**config.mk**
```make
export PLATFORM = sky130hd
export DESIGN_NAME = up_down_counter_sync
export DESIGN_NICKNAME = d
export VERILOG_FILES = /design/src/rtl/up_down_counter_sync.sv
export SDC_FILE = /design/constraint.sdc
export NUM_CORES = 1
export LEC_CHECK = 0
export ABC_AREA = 1
export CAP_MARGIN = 20
export CORE_AREA = 2 2 46 48
export DETAILED_ROUTE_END_ITERATION = 7
export DIE_AREA = 0 0 48 50
export GPL_TIMING_DRIVEN = 1
export HOLD_SLACK_MARGIN = 0.12
export PLACE_DENSITY_LB_ADDON = 0.3
export SYNTH_ARGS = -nofsm -noshare
export SYNTH_HDL_FRONTEND = slang
export SYNTH_SLANG_ARGS = --single-unit
```
**constraint.sdc**
```tcl
create_clock -name clock_pos -period 2.1 [get_ports clock_pos]
set_input_delay 0.21 -clock clock_pos [delete_from_list [all_inputs] [get_ports clock_pos]]
set_output_delay 0.21 -clock clock_pos [all_outputs]
set_load 0.02 [all_outputs]
```
**src/rtl/up_down_counter_sync.sv**
```systemverilog
// up_down_counter_sync: modulo-MODULUS up/down counter with parallel load and J/K drive for an external JK bank
// Ports:
//   clock_pos      rising-edge clock
//   reset_neg      synchronous active-low reset (count 0, no carry)
//   load_neg       synchronous active-low parallel load of load_value (clamped to MODULUS-1)
//   load_value     value to load
//   count_enable   advance the count when high
//   count_up       1 increments, 0 decrements
//   count_out      registered count
//   terminal_count combinational: the next enabled step wraps
//   carry_pulse    registered one-cycle pulse following a wrap
//   signal_J       per-bit J for the external JK bank (next-state of this edge)
//   signal_K       per-bit K for the external JK bank (next-state of this edge)
module up_down_counter_sync #(
   parameter int WIDTH   = 4,
   parameter int MODULUS = 10
) (
   input  logic             clock_pos,
   input  logic             reset_neg,
   input  logic             load_neg,
   input  logic [WIDTH-1:0] load_value,
   input  logic             count_enable,
   input  logic             count_up,
   output logic [WIDTH-1:0] count_out,
   output logic             terminal_count,
   output logic             carry_pulse,
   output logic [WIDTH-1:0] signal_J,
   output logic [WIDTH-1:0] signal_K
);
   localparam logic [WIDTH-1:0] max_val = WIDTH'(MODULUS - 1);
   logic [WIDTH-1:0] clamped;
   logic [WIDTH-1:0] step;
   logic [WIDTH-1:0] toggle;
   logic             at_top;
   logic             at_bot;
   always_comb begin
      clamped        = (load_value > max_val) ? max_val : load_value;
      at_top         = count_out == max_val;
      at_bot         = count_out == '0;
      step           = count_up ? (at_top ? '0 : count_out + 1'b1) : (at_bot ? max_val : count_out - 1'b1);
      toggle         = count_out ^ step;
      terminal_count = reset_neg & load_neg & count_enable & (count_up ? at_top : at_bot);
      // Load drives J=value, K=~value so every bit is forced, independent of the bank's current state
      signal_J       = !reset_neg ? '0 : !load_neg ? clamped  : count_enable ? toggle : '0;
      signal_K       = !reset_neg ? '1 : !load_neg ? ~clamped : count_enable ? toggle : '0;
   end
   always_ff @(posedge clock_pos) begin
      if (!reset_neg) begin
         count_out   <= '0;
         carry_pulse <= 1'b0;
      end else begin
         count_out   <= !load_neg ? clamped : count_enable ? step : count_out;
         // terminal_count is already gated off by load, so a load never signals a wrap
         carry_pulse <= terminal_count;
      end
   end
endmodule

```
; ---- Word level (Yosys, flattened, before mapping)
; Cells that the tools add are included.
[classes]
eq_ne = 2
addsub = 2
n_bitwise = 5
n_mux = 12
n_lt_le_gt_ge = 1
reduce_logical = 1
[op_table]
columns = operator, count
row1 = 4-bit 2-to-1 mux, 11
row2 = "4-bit by 1-bit adder with 4-bit output, second input constant", 1
row3 = "4-bit equality test, second input constant", 1
row4 = "4-bit > comparator, second input constant", 1
row5 = 4-bit logical NOT, 1
row6 = 4-bit inverter, 1
row7 = "4-bit by 1-bit subtractor with 4-bit output, second input constant", 1
row8 = 4-bit XOR, 1
row9 = 1-bit AND, 3
row10 = "2-bit by 1-bit != test with 1-bit output, second input constant", 1
row11 = 1-bit 2-to-1 mux, 1
[totals]
in_bits = 9
elab_cells = 25
ff_bits = 5

; ---- Depth between registers and ports, before layout
; Gate-level depths: netlist of the first run.
[logic_depth]
depth_word = 7
ltp_mapped = 11
depth_no_buf = 11

; ---- Worst setup path before layout of the first run
; OpenSTA, ideal clock, no wires.
[synth_path]
path_kind = register to output
start = register count_out[0]
end = output port signal_J[2]
path_slack_ns = 0.170
path_stages_with_launch = 10
arrival_time_ns = 1.720
required_time_ns = 1.890
path_cell_list = dfxtp_1 -> inv_1 -> ha_1 -> nor2_1 -> nor2_1 -> o21ai_2 -> nand3_2 -> nand2_1 -> nand3_1 -> a21oi_1
[synth_between]
elab_chain_len = 7
word_cells_on_any_way = 11
[synth_rtl]
columns = element, line_no
row1 = start: declaration, 24  ; output logic [WIDTH-1:0] count_out,
row2 = start signal: assignment, 52  ; count_out <= !load_neg ? clamped : count_enable ? step : count_out;
row3 = 4-bit by 1-bit subtractor with 4-bit output (tied with other cells), 40  ; step = count_up ? (at_top ? '0 : count_out + 1'b1) : (at_bot ? max_val : count_out - 1'b1);
row4 = 4-bit 2-to-1 mux, 40
row5 = 4-bit 2-to-1 mux *, 40
row6 = 4-bit XOR *, 41  ; toggle = count_out ^ step;
row7 = 4-bit 2-to-1 mux * (3 in series), 44  ; signal_J = !reset_neg ? '0 : !load_neg ? clamped : count_enable ? toggle : '0;
row8 = end: declaration, 27  ; output logic [WIDTH-1:0] signal_J,
; Mark *: on every way between the ends. The rest lies on a longest branch, timed or not.

; ---- Final worst setup path of the first run
[layout_path]
start = register count_out[0]
end = output port signal_J[0]
[layout_between]
elab_chain_len = 7
word_cells_on_any_way = 11
[layout_rtl]
columns = element, line_no
row1 = 4-bit by 1-bit subtractor with 4-bit output (tied with other cells), 40
row2 = 4-bit 2-to-1 mux (2 in series), 40
row3 = 4-bit XOR *, 41
row4 = 4-bit 2-to-1 mux * (3 in series), 44
; Marked as above.

==> results of run 1 <==
critical path: cells and delay by family, from the launching register on:
kind	cells	cell delay [ps]
DFF	1	330
and+or+nand+nor	4	350
AOI/OAI and AO/OA	1	110
adders and majority gates	1	210
buffers and inverters	4	520
cells by family after synthesis:
family                     share of synthesized area (%)
adders and majority gates                           6.06
AOI/OAI and AO/OA                                   14.9
and+or+nand+nor                                     47.1
DFF                                                 16.2
xor gates and xnor gates                            2.83
buffers and inverters                               12.9
final cells by class:
class | count | area, um2
well taps | 27 | 33.8
repair buffers | 38 | 308
inverters | 17 | 68.8
fillers | 206 | 915
multi-input cells | 78 | 449
flip-flops and latches | 5 | 101
clock buffers | 4 | 26.3
routing by layer:
layer  up-vias  routed length, um  global-route usage (%)
met5         -                  0                       0
met4         0                 27                    5.41
met3         4                 92                    2.20
met2        28                900                    26.7
met1       374                853                    24.1
li1        416                  -                       -
power groups by stage:
stage / Clock, mW / Combinational [mW] / Sequential, mW
global route: 0.121 / 0.274 / 0.113
global placement: 0 / 0.251 / 0.112
floorplan: 0 / 0.129 / 0.121
CTS: 0.116 / 0.252 / 0.112
finish: 0.112 / 0.250 / 0.112
detailed placement: 0 / 0.254 / 0.113
flip-flops by register name (all words and copies together), names as in the netlist:
register     count
count_out        4
carry_pulse      1
placed cells by master, fill, tap and decap left out, drive strengths merged:
cell | netlist | final
dfxtp | 5 | 5
a31oi | 2 | 2
nor3 | 2 | 2
buf | 1 | 19
a21oi | 5 | 5
inv | 17 | 17
xnor2 | 2 | 2
nand3 | 15 | 15
dlygate4sd2 | 0 | 2
clkbuf | 0 | 7
clkdlybuf4s50 | 0 | 13
nor2 | 7 | 7
nand4 | 3 | 3
nand2 | 31 | 31
o21ai | 7 | 7
o221ai | 1 | 1
ha | 3 | 3
clkdlybuf4s15 | 0 | 1
path summary, 6_finish.rpt:
| kind | slack (ps) | from | depth (start not counted) | end |
|---|---|---|---|---|
| min reg2reg | 670 | count_out[0] | 3 | count_out[0] |
| min | 670 | count_out[0] | 3 | count_out[0] |
| max | 130 | count_out[0] | 10 | signal_J[0] |
| max reg2reg | 680 | count_out[0] | 9 | count_out[2] |
through the flow:
stage	setup slack [ps]	hold WS (ps)	TNS (ps)
after detailed placement	-188	670	-998
after global routing	11.4	695	0
after global placement	-143	675	-715
final	129	671	0
after CTS	6.65	652	0
after floorplan	170	348	0
repair_timing:
item / in CTS / in global routing
setup endpoints to repair: 9 / 8
pin swaps: 1 / 0
gates resized for setup: 18 / 11
cloned: 0 / 0
==> summary.txt, run 1 <==
Clock tree
  – CTS tree: yes
  – Clk pin slew, worst setup/hold paths: 40 ps
  – Worst-Skew Late Latency: 240 ps
  – Htree depth: 1
  – Inserted Clock Buffers: 3
  – Hold Buf Count CTS: 0
  – Root buf cell: clkbuf_4
  – Post-CTS setup buffer count: 0
  – Longest Clk Path Bufs: 2
  – Clock Sinks: 5

Synthesis
  – Most frequent cell after synthesis: nand2_1
  – Synth top cells by count: nand2_1 (29), inv_1 (12), nand3_1 (11)
  – Sequential area share after synthesis: 16.2%
  – Ys async rst share: 0%
  – Synth area leaders: nand2_1 (18%), dfxtp_1 (16%), nand3_1 (8.9%), inv_1 (7.3%), nand3_2 (6.5%)
  – Mapped Area: 619 um2
  – Ys Warns: 0
  – Top cell type's share of synthesized area: between 10% and 20%
  – Post-synthesis cell type count: 24
  – Syn Nets: 113
  – Syn_area_per_cell: 6.13 um2
  – Ys flop type: dfxtp_1
  – Post-Syn Instances: around 100
  – Post-synthesis register bit count: 5
  – Post-synth EDFFs: 0
  – Area leader, netlist: nand2_1

Global routing
  – Number of global-route vias before repair: 735
  – Initial antenna violation count: 0
  – Grt ovf: 0
  – Gr usage total: between 10% and 20%
  – Pin count of the biggest net entering global routing: 8
  – Global-route wire length before repair: 3070 um

Timing
  – Setup Skew: 1.04 ps
  – Worst Max-Slew Pin Slew: roughly 360 ps
  – RSZ-0062 raised after global routing: no
  – Slew Viols, Final: 0
  – Hold Vio Cnt, Final: 0
  – Max_slew headroom: 76.2%
  – # setup viols final: 0
  – Tmin final: approximately 2000 ps
  – Final Cycle Share: a little over nine tenths
  – Fmax: between 500 and 600 MHz

Route
  – First drt pass iteration count: 4
  – Number of remaining DRC errors: 0
  – Routed vias: 822
  – Post-Route WL: around 1900 um
  – Routed len/inst: 11.1 um
  – Antenna viol nets, final: 0
  – Iteration-0 DRC Markers: 26
  – Vias per inst: 4.86

Pwr
  – Sequential power share: between 20% and 30%
  – Switch share: 38.9%
  – Overall power: between 400 and 500 uW
  – Pint: ~290 uW
  – Pwr Density: 479 mW/mm2
  – Clock power frac: 23.6%
  – Switching pwr: 184 uW
  – Maximum vdd ir drop: 0.256 mV
  – Comb power frac: 52.8%
  – Leak: 0.504 nW

Floorplan
  – Die Ht: 50 um
  – DIE AREA: 0.00240 mm2
  – Initial core utilization: 32.6%
  – # IOs: 23
  – Core box area: 0.00190 mm2
  – Die Span X: 48 um
  – Number of core rows: 16

Setup path
  – Maximum fanout along the worst path: 4
  – Crit path kind: flop to output port
  – Crit. End Element: output port
  – Critical path required time: ~1900 ps
  – Crit path max-delay cell type: dfxtp_2
  – Most common cell type on the critical path: nand2_1
  – Slowest cell delay on critical path: ~330 ps
  – Crit path DAT: 1760 ps
  – Critical path cell sequence: buf_4 -> ha_1 -> nand4_2 -> nand2_1 -> nand2_1 -> inv_2 -> o21ai_1 -> nand2_1 -> inv_1 -> clkdlybuf4s15_1
  – CP startpoint kind: flop

Place
  – Final GP Congestion: between 0.8 and 0.9
  – Count of input and output buffers: 22
  – Placed Area: around 980 um2
  – DP HPWL: 1540 um
  – Placed cell count: 165

Cells and area
  – Share of post-route cells with drive strength above 1: 32.4%
  – Post-Layout Inst Area: a little under 0.001 mm2
  – Finished Core Util: 51.9%
  – Final antenna diode count: 0
  – Area grow syn2layout: 59.4%
  – Final non-filler cell total: 169
  – Nets: 155

Run status
  – Outcome: finished clean

Hold path
  – Hold Crit Class: flop to flop

Flow run
  – Max-cap violations: 0
Note: power is estimated with default switching activity, not from simulation.
==> inputs of run 2 (changes only) <==
--- a/config.mk
+++ b/config.mk
@@ -7,12 +7,13 @@
 export LEC_CHECK = 0
 export ABC_AREA = 1
 export CAP_MARGIN = 20
-export CORE_AREA = 2 2 46 48
+export CORE_AREA = 2 2 42 52
 export DETAILED_ROUTE_END_ITERATION = 7
-export DIE_AREA = 0 0 48 50
+export DIE_AREA = 0 0 44 54
 export GPL_TIMING_DRIVEN = 1
 export HOLD_SLACK_MARGIN = 0.12
 export PLACE_DENSITY_LB_ADDON = 0.3
+export SETUP_SLACK_MARGIN = 0.5
 export SYNTH_ARGS = -nofsm -noshare
 export SYNTH_HDL_FRONTEND = slang
 export SYNTH_SLANG_ARGS = --single-unit
==> summary.txt, run 2 (synthesis gave the netlist of run 1 again) <==
Clock tree
  – Clk pin slew, worst setup/hold paths: 40 ps (about the same)
  – Inserted Clock Buffers: 3 (unchanged)
  – Clock Sinks: 5 (unchanged)
  – Root buf cell: clkbuf_4
  – Worst-Skew Late Latency: 240 ps (about the same)
  – Htree depth: 1 (unchanged)
  – CTS tree: yes
  – Hold Buf Count CTS: 0 (unchanged)
  – Longest Clk Path Bufs: 2 (unchanged)

Timing
  – RSZ-0062 raised after global routing: yes
  – Slew Viols, Final: 0 (unchanged)
  – Worst Max-Slew Pin Slew: 439 ps (+82.7 ps)
  – Fmax: 517 MHz (+1.8%)
  – Final Cycle Share: 92.2% (-1.7 points)
  – Max_slew headroom: 70.7% (-5.5 points)
  – Final hold slack: 635 ps (-36.4 ps)
  – # setup viols final: 0 (unchanged)
  – Setup Skew: 0.132 ps (-0.903 ps)
  – Tmin final: 1940 ps (-35.1 ps)
  – Hold Vio Cnt, Final: 0 (unchanged)

Route
  – Iteration-0 DRC Markers: 16 (-38%)
  – Post-Route WL: 2190 um (+17%)
  – Top Layer Used: met4
  – Routed met2 length: 1230 um (+37%)
  – Vias per inst: 5.12 (+5.2%)
  – Routed len/inst: 12.9 um (+16%)
  – Routed vias: 870 (+5.8%)
  – Antenna viol nets, final: 0 (unchanged)
  – Number of remaining DRC errors: 0 (unchanged)
  – First drt pass iteration count: 4 (unchanged)
  – WL met3: 74 um (-20%)
  – Met1 WL: 820 um (-3.9%)

Cells and area
  – Nets: 163 (+5.2%)
  – Max FFs per register: 4 (unchanged)
  – Fillcell total: 175 (-15%)
  – Commonest non-fill, non-tap cell in the layout: buf_4
  – Largest registers: count_out: 4 flops, carry_pulse: 1 flops
  – Final antenna diode count: 0 (unchanged)
  – Area grow syn2layout: 96.2%
  – Share of post-route cells with drive strength above 1: 50.7% (+18 points)
  – Commonest non-fill, non-tap cells in the layout: buf_4 (23), nand2_1 (22), clkdlybuf4s50_1 (12), inv_1 (10), nand2_2 (8)
  – Register bank with the most flops: count_out

Global routing
  – Number of global-route vias before repair: 840 (+14%)
  – Global-route wire length before repair: 3410 um (+11%)
  – Grt ovf: 0 (unchanged)
  – Initial antenna violation count: 0 (unchanged)
  – Gr usage total: 18.6% (+1.3 points)
  – Pin count of the biggest net entering global routing: 9 (+1)

Setup path
  – FF-to-FF path depth: 15 (+6)
  – Critical path required time: 2210 ps (+320 ps)
  – RR Endpoint: count_out[3]
  – Crit path kind: flop to flop
  – Crit path DAT: 2040 ps (+280 ps)
  – Worst r2r src: count_out[0]
  – Crit. End Element: flop
  – Reg2reg setup slack: 160 ps (-520 ps)
  – Maximum fanout along the worst path: 6 (+2)
  – CP startpoint kind: flop

Pwr
  – Switching pwr: 223 uW (+21%)
  – Pwr Density: 470 mW/mm2 (-2.0%)
  – Sequential power share: 20.1% (-3.5 points)
  – Comb power frac: 60.8% (+8.0 points)
  – Leak: 0.571 nW (+13%)
  – Pint: 348 uW (+20%)
  – Overall power: 571 uW (+21%)
  – Clock power frac: 19.1% (-4.5 points)
  – Maximum vdd ir drop: 0.228 mV (-11%)
  – Switch share: 39.0% (+0.16 points)

Floorplan
  – Die Span X: 44 um (-8.3%)
  – # IOs: 23 (unchanged)
  – Initial core utilization: 32.0% (-0.59 points)
  – Core box area: 0.00194 mm2 (+1.8%)
  – DIE AREA: 0.00238 mm2 (-1.0%)
  – Die Ht: 54 um (+8.0%)
  – Number of core rows: 18 (+2)

Place
  – Count of input and output buffers: 22 (unchanged)
  – DP HPWL: 1510 um (-1.5%)
  – Final GP Congestion: 0.866 (+1.3%)

Hold path
  – Hold EP: count_out[2]
  – Hold Crit Class: flop to flop
  – WHS Path Cells: 3 (unchanged)
  – Min-delay src: count_out[2]

Run status
  – Outcome: finished clean

Flow run
  – Max-cap violations: 0 (unchanged)
==> run 2: cell count changes in the layout (fill, tap and decap cells not counted), moves of 2 or more <==
cell,delta
nand2_1,-7
inv_4,+2
dfxtp_4,+2
nand3_4,+2
dfxtp_1,-2
buf_6,+7
nand3_1,-5
nand3_2,+3
buf_4,+7
clkbuf_2,-3
nand2_2,+7
a21oi_4,+3
a21oi_1,-2
==> run 2: what timing repair did <==
item | 4_1_cts | 5_1_grt
pin swaps | 11 | 10
buffers inserted | 8 | 2
resized for setup | 58 | 16
endpoints found under the hold margin | 0 | 0
setup endpoints to repair | 9 | 12
==> run 2: cell type report <==
class	count	area (um2)	area share, %
timing repair buffer	46	410	33.8
clock buffer	4	26.3	2.16
tap	20	25.0	2.06
inverter	17	73.8	6.08
sequential	5	109	8.96
multi-input combinational	78	571	47.0
==> run 2: power groups by stage <==
stage / clock (mW) / combinational [mW] / sequential, mW
floorplan: 0 / 0.147 / 0.121
global placement: 0 / 0.265 / 0.114
detailed placement: 0 / 0.266 / 0.115
CTS: 0.113 / 0.310 / 0.114
global route: 0.116 / 0.371 / 0.115
finish: 0.109 / 0.347 / 0.114
==> run 2: routing by layer <==
metal / global-route usage [%] / up-vias
met5: 0 / -
met4: 6.57 / 0
met3: 3.02 / 6
met2: 35.3 / 21
met1: 20.4 / 409
li1: - / 434
==> run 2: worst max-delay path, cell delays in order, from the launching register on <==
cell and delay [ps]:
dfxtp_4 390, inv_4 50, ha_4 170, nand2_4 60, nand2_2 40, nand2_1 50
nand2_1 70, nand2_2 100, nand2_2 70, buf_4 140, buf_4 130, buf_4 130
buf_4 130, buf_4 120, a21oi_2 110, nor2_1 40
==> run 2: worst max-delay path by stage <==
stage,slack [ps],depth (start not counted),start,endpoint
6_report,160,15,count_out[0],count_out[3]
5_1_grt,90,15,count_out[0],count_out[3]
4_1_cts,210,12,count_out[0],signal_J[3]
3_5_place_dp,-260,10,count_up,signal_J[1]
3_3_place_gp,-200,10,count_up,signal_J[1]
2_1_floorplan,520,9,count_out[1],signal_J[1]
==> run 2: stage by stage <==
step	worst slack, ps	setup TNS (ps)	utilization (%)	std cells	instance area [um2]
after global placement	-196	-1220	53.2	156	1030
after CTS	211	0	58.9	168	1140
after floorplan	524	0	-	101	678
final	164	0	62.7	170	1210
after global routing	90.0	0	62.7	170	1210
after detailed placement	-261	-1650	53.2	156	1030
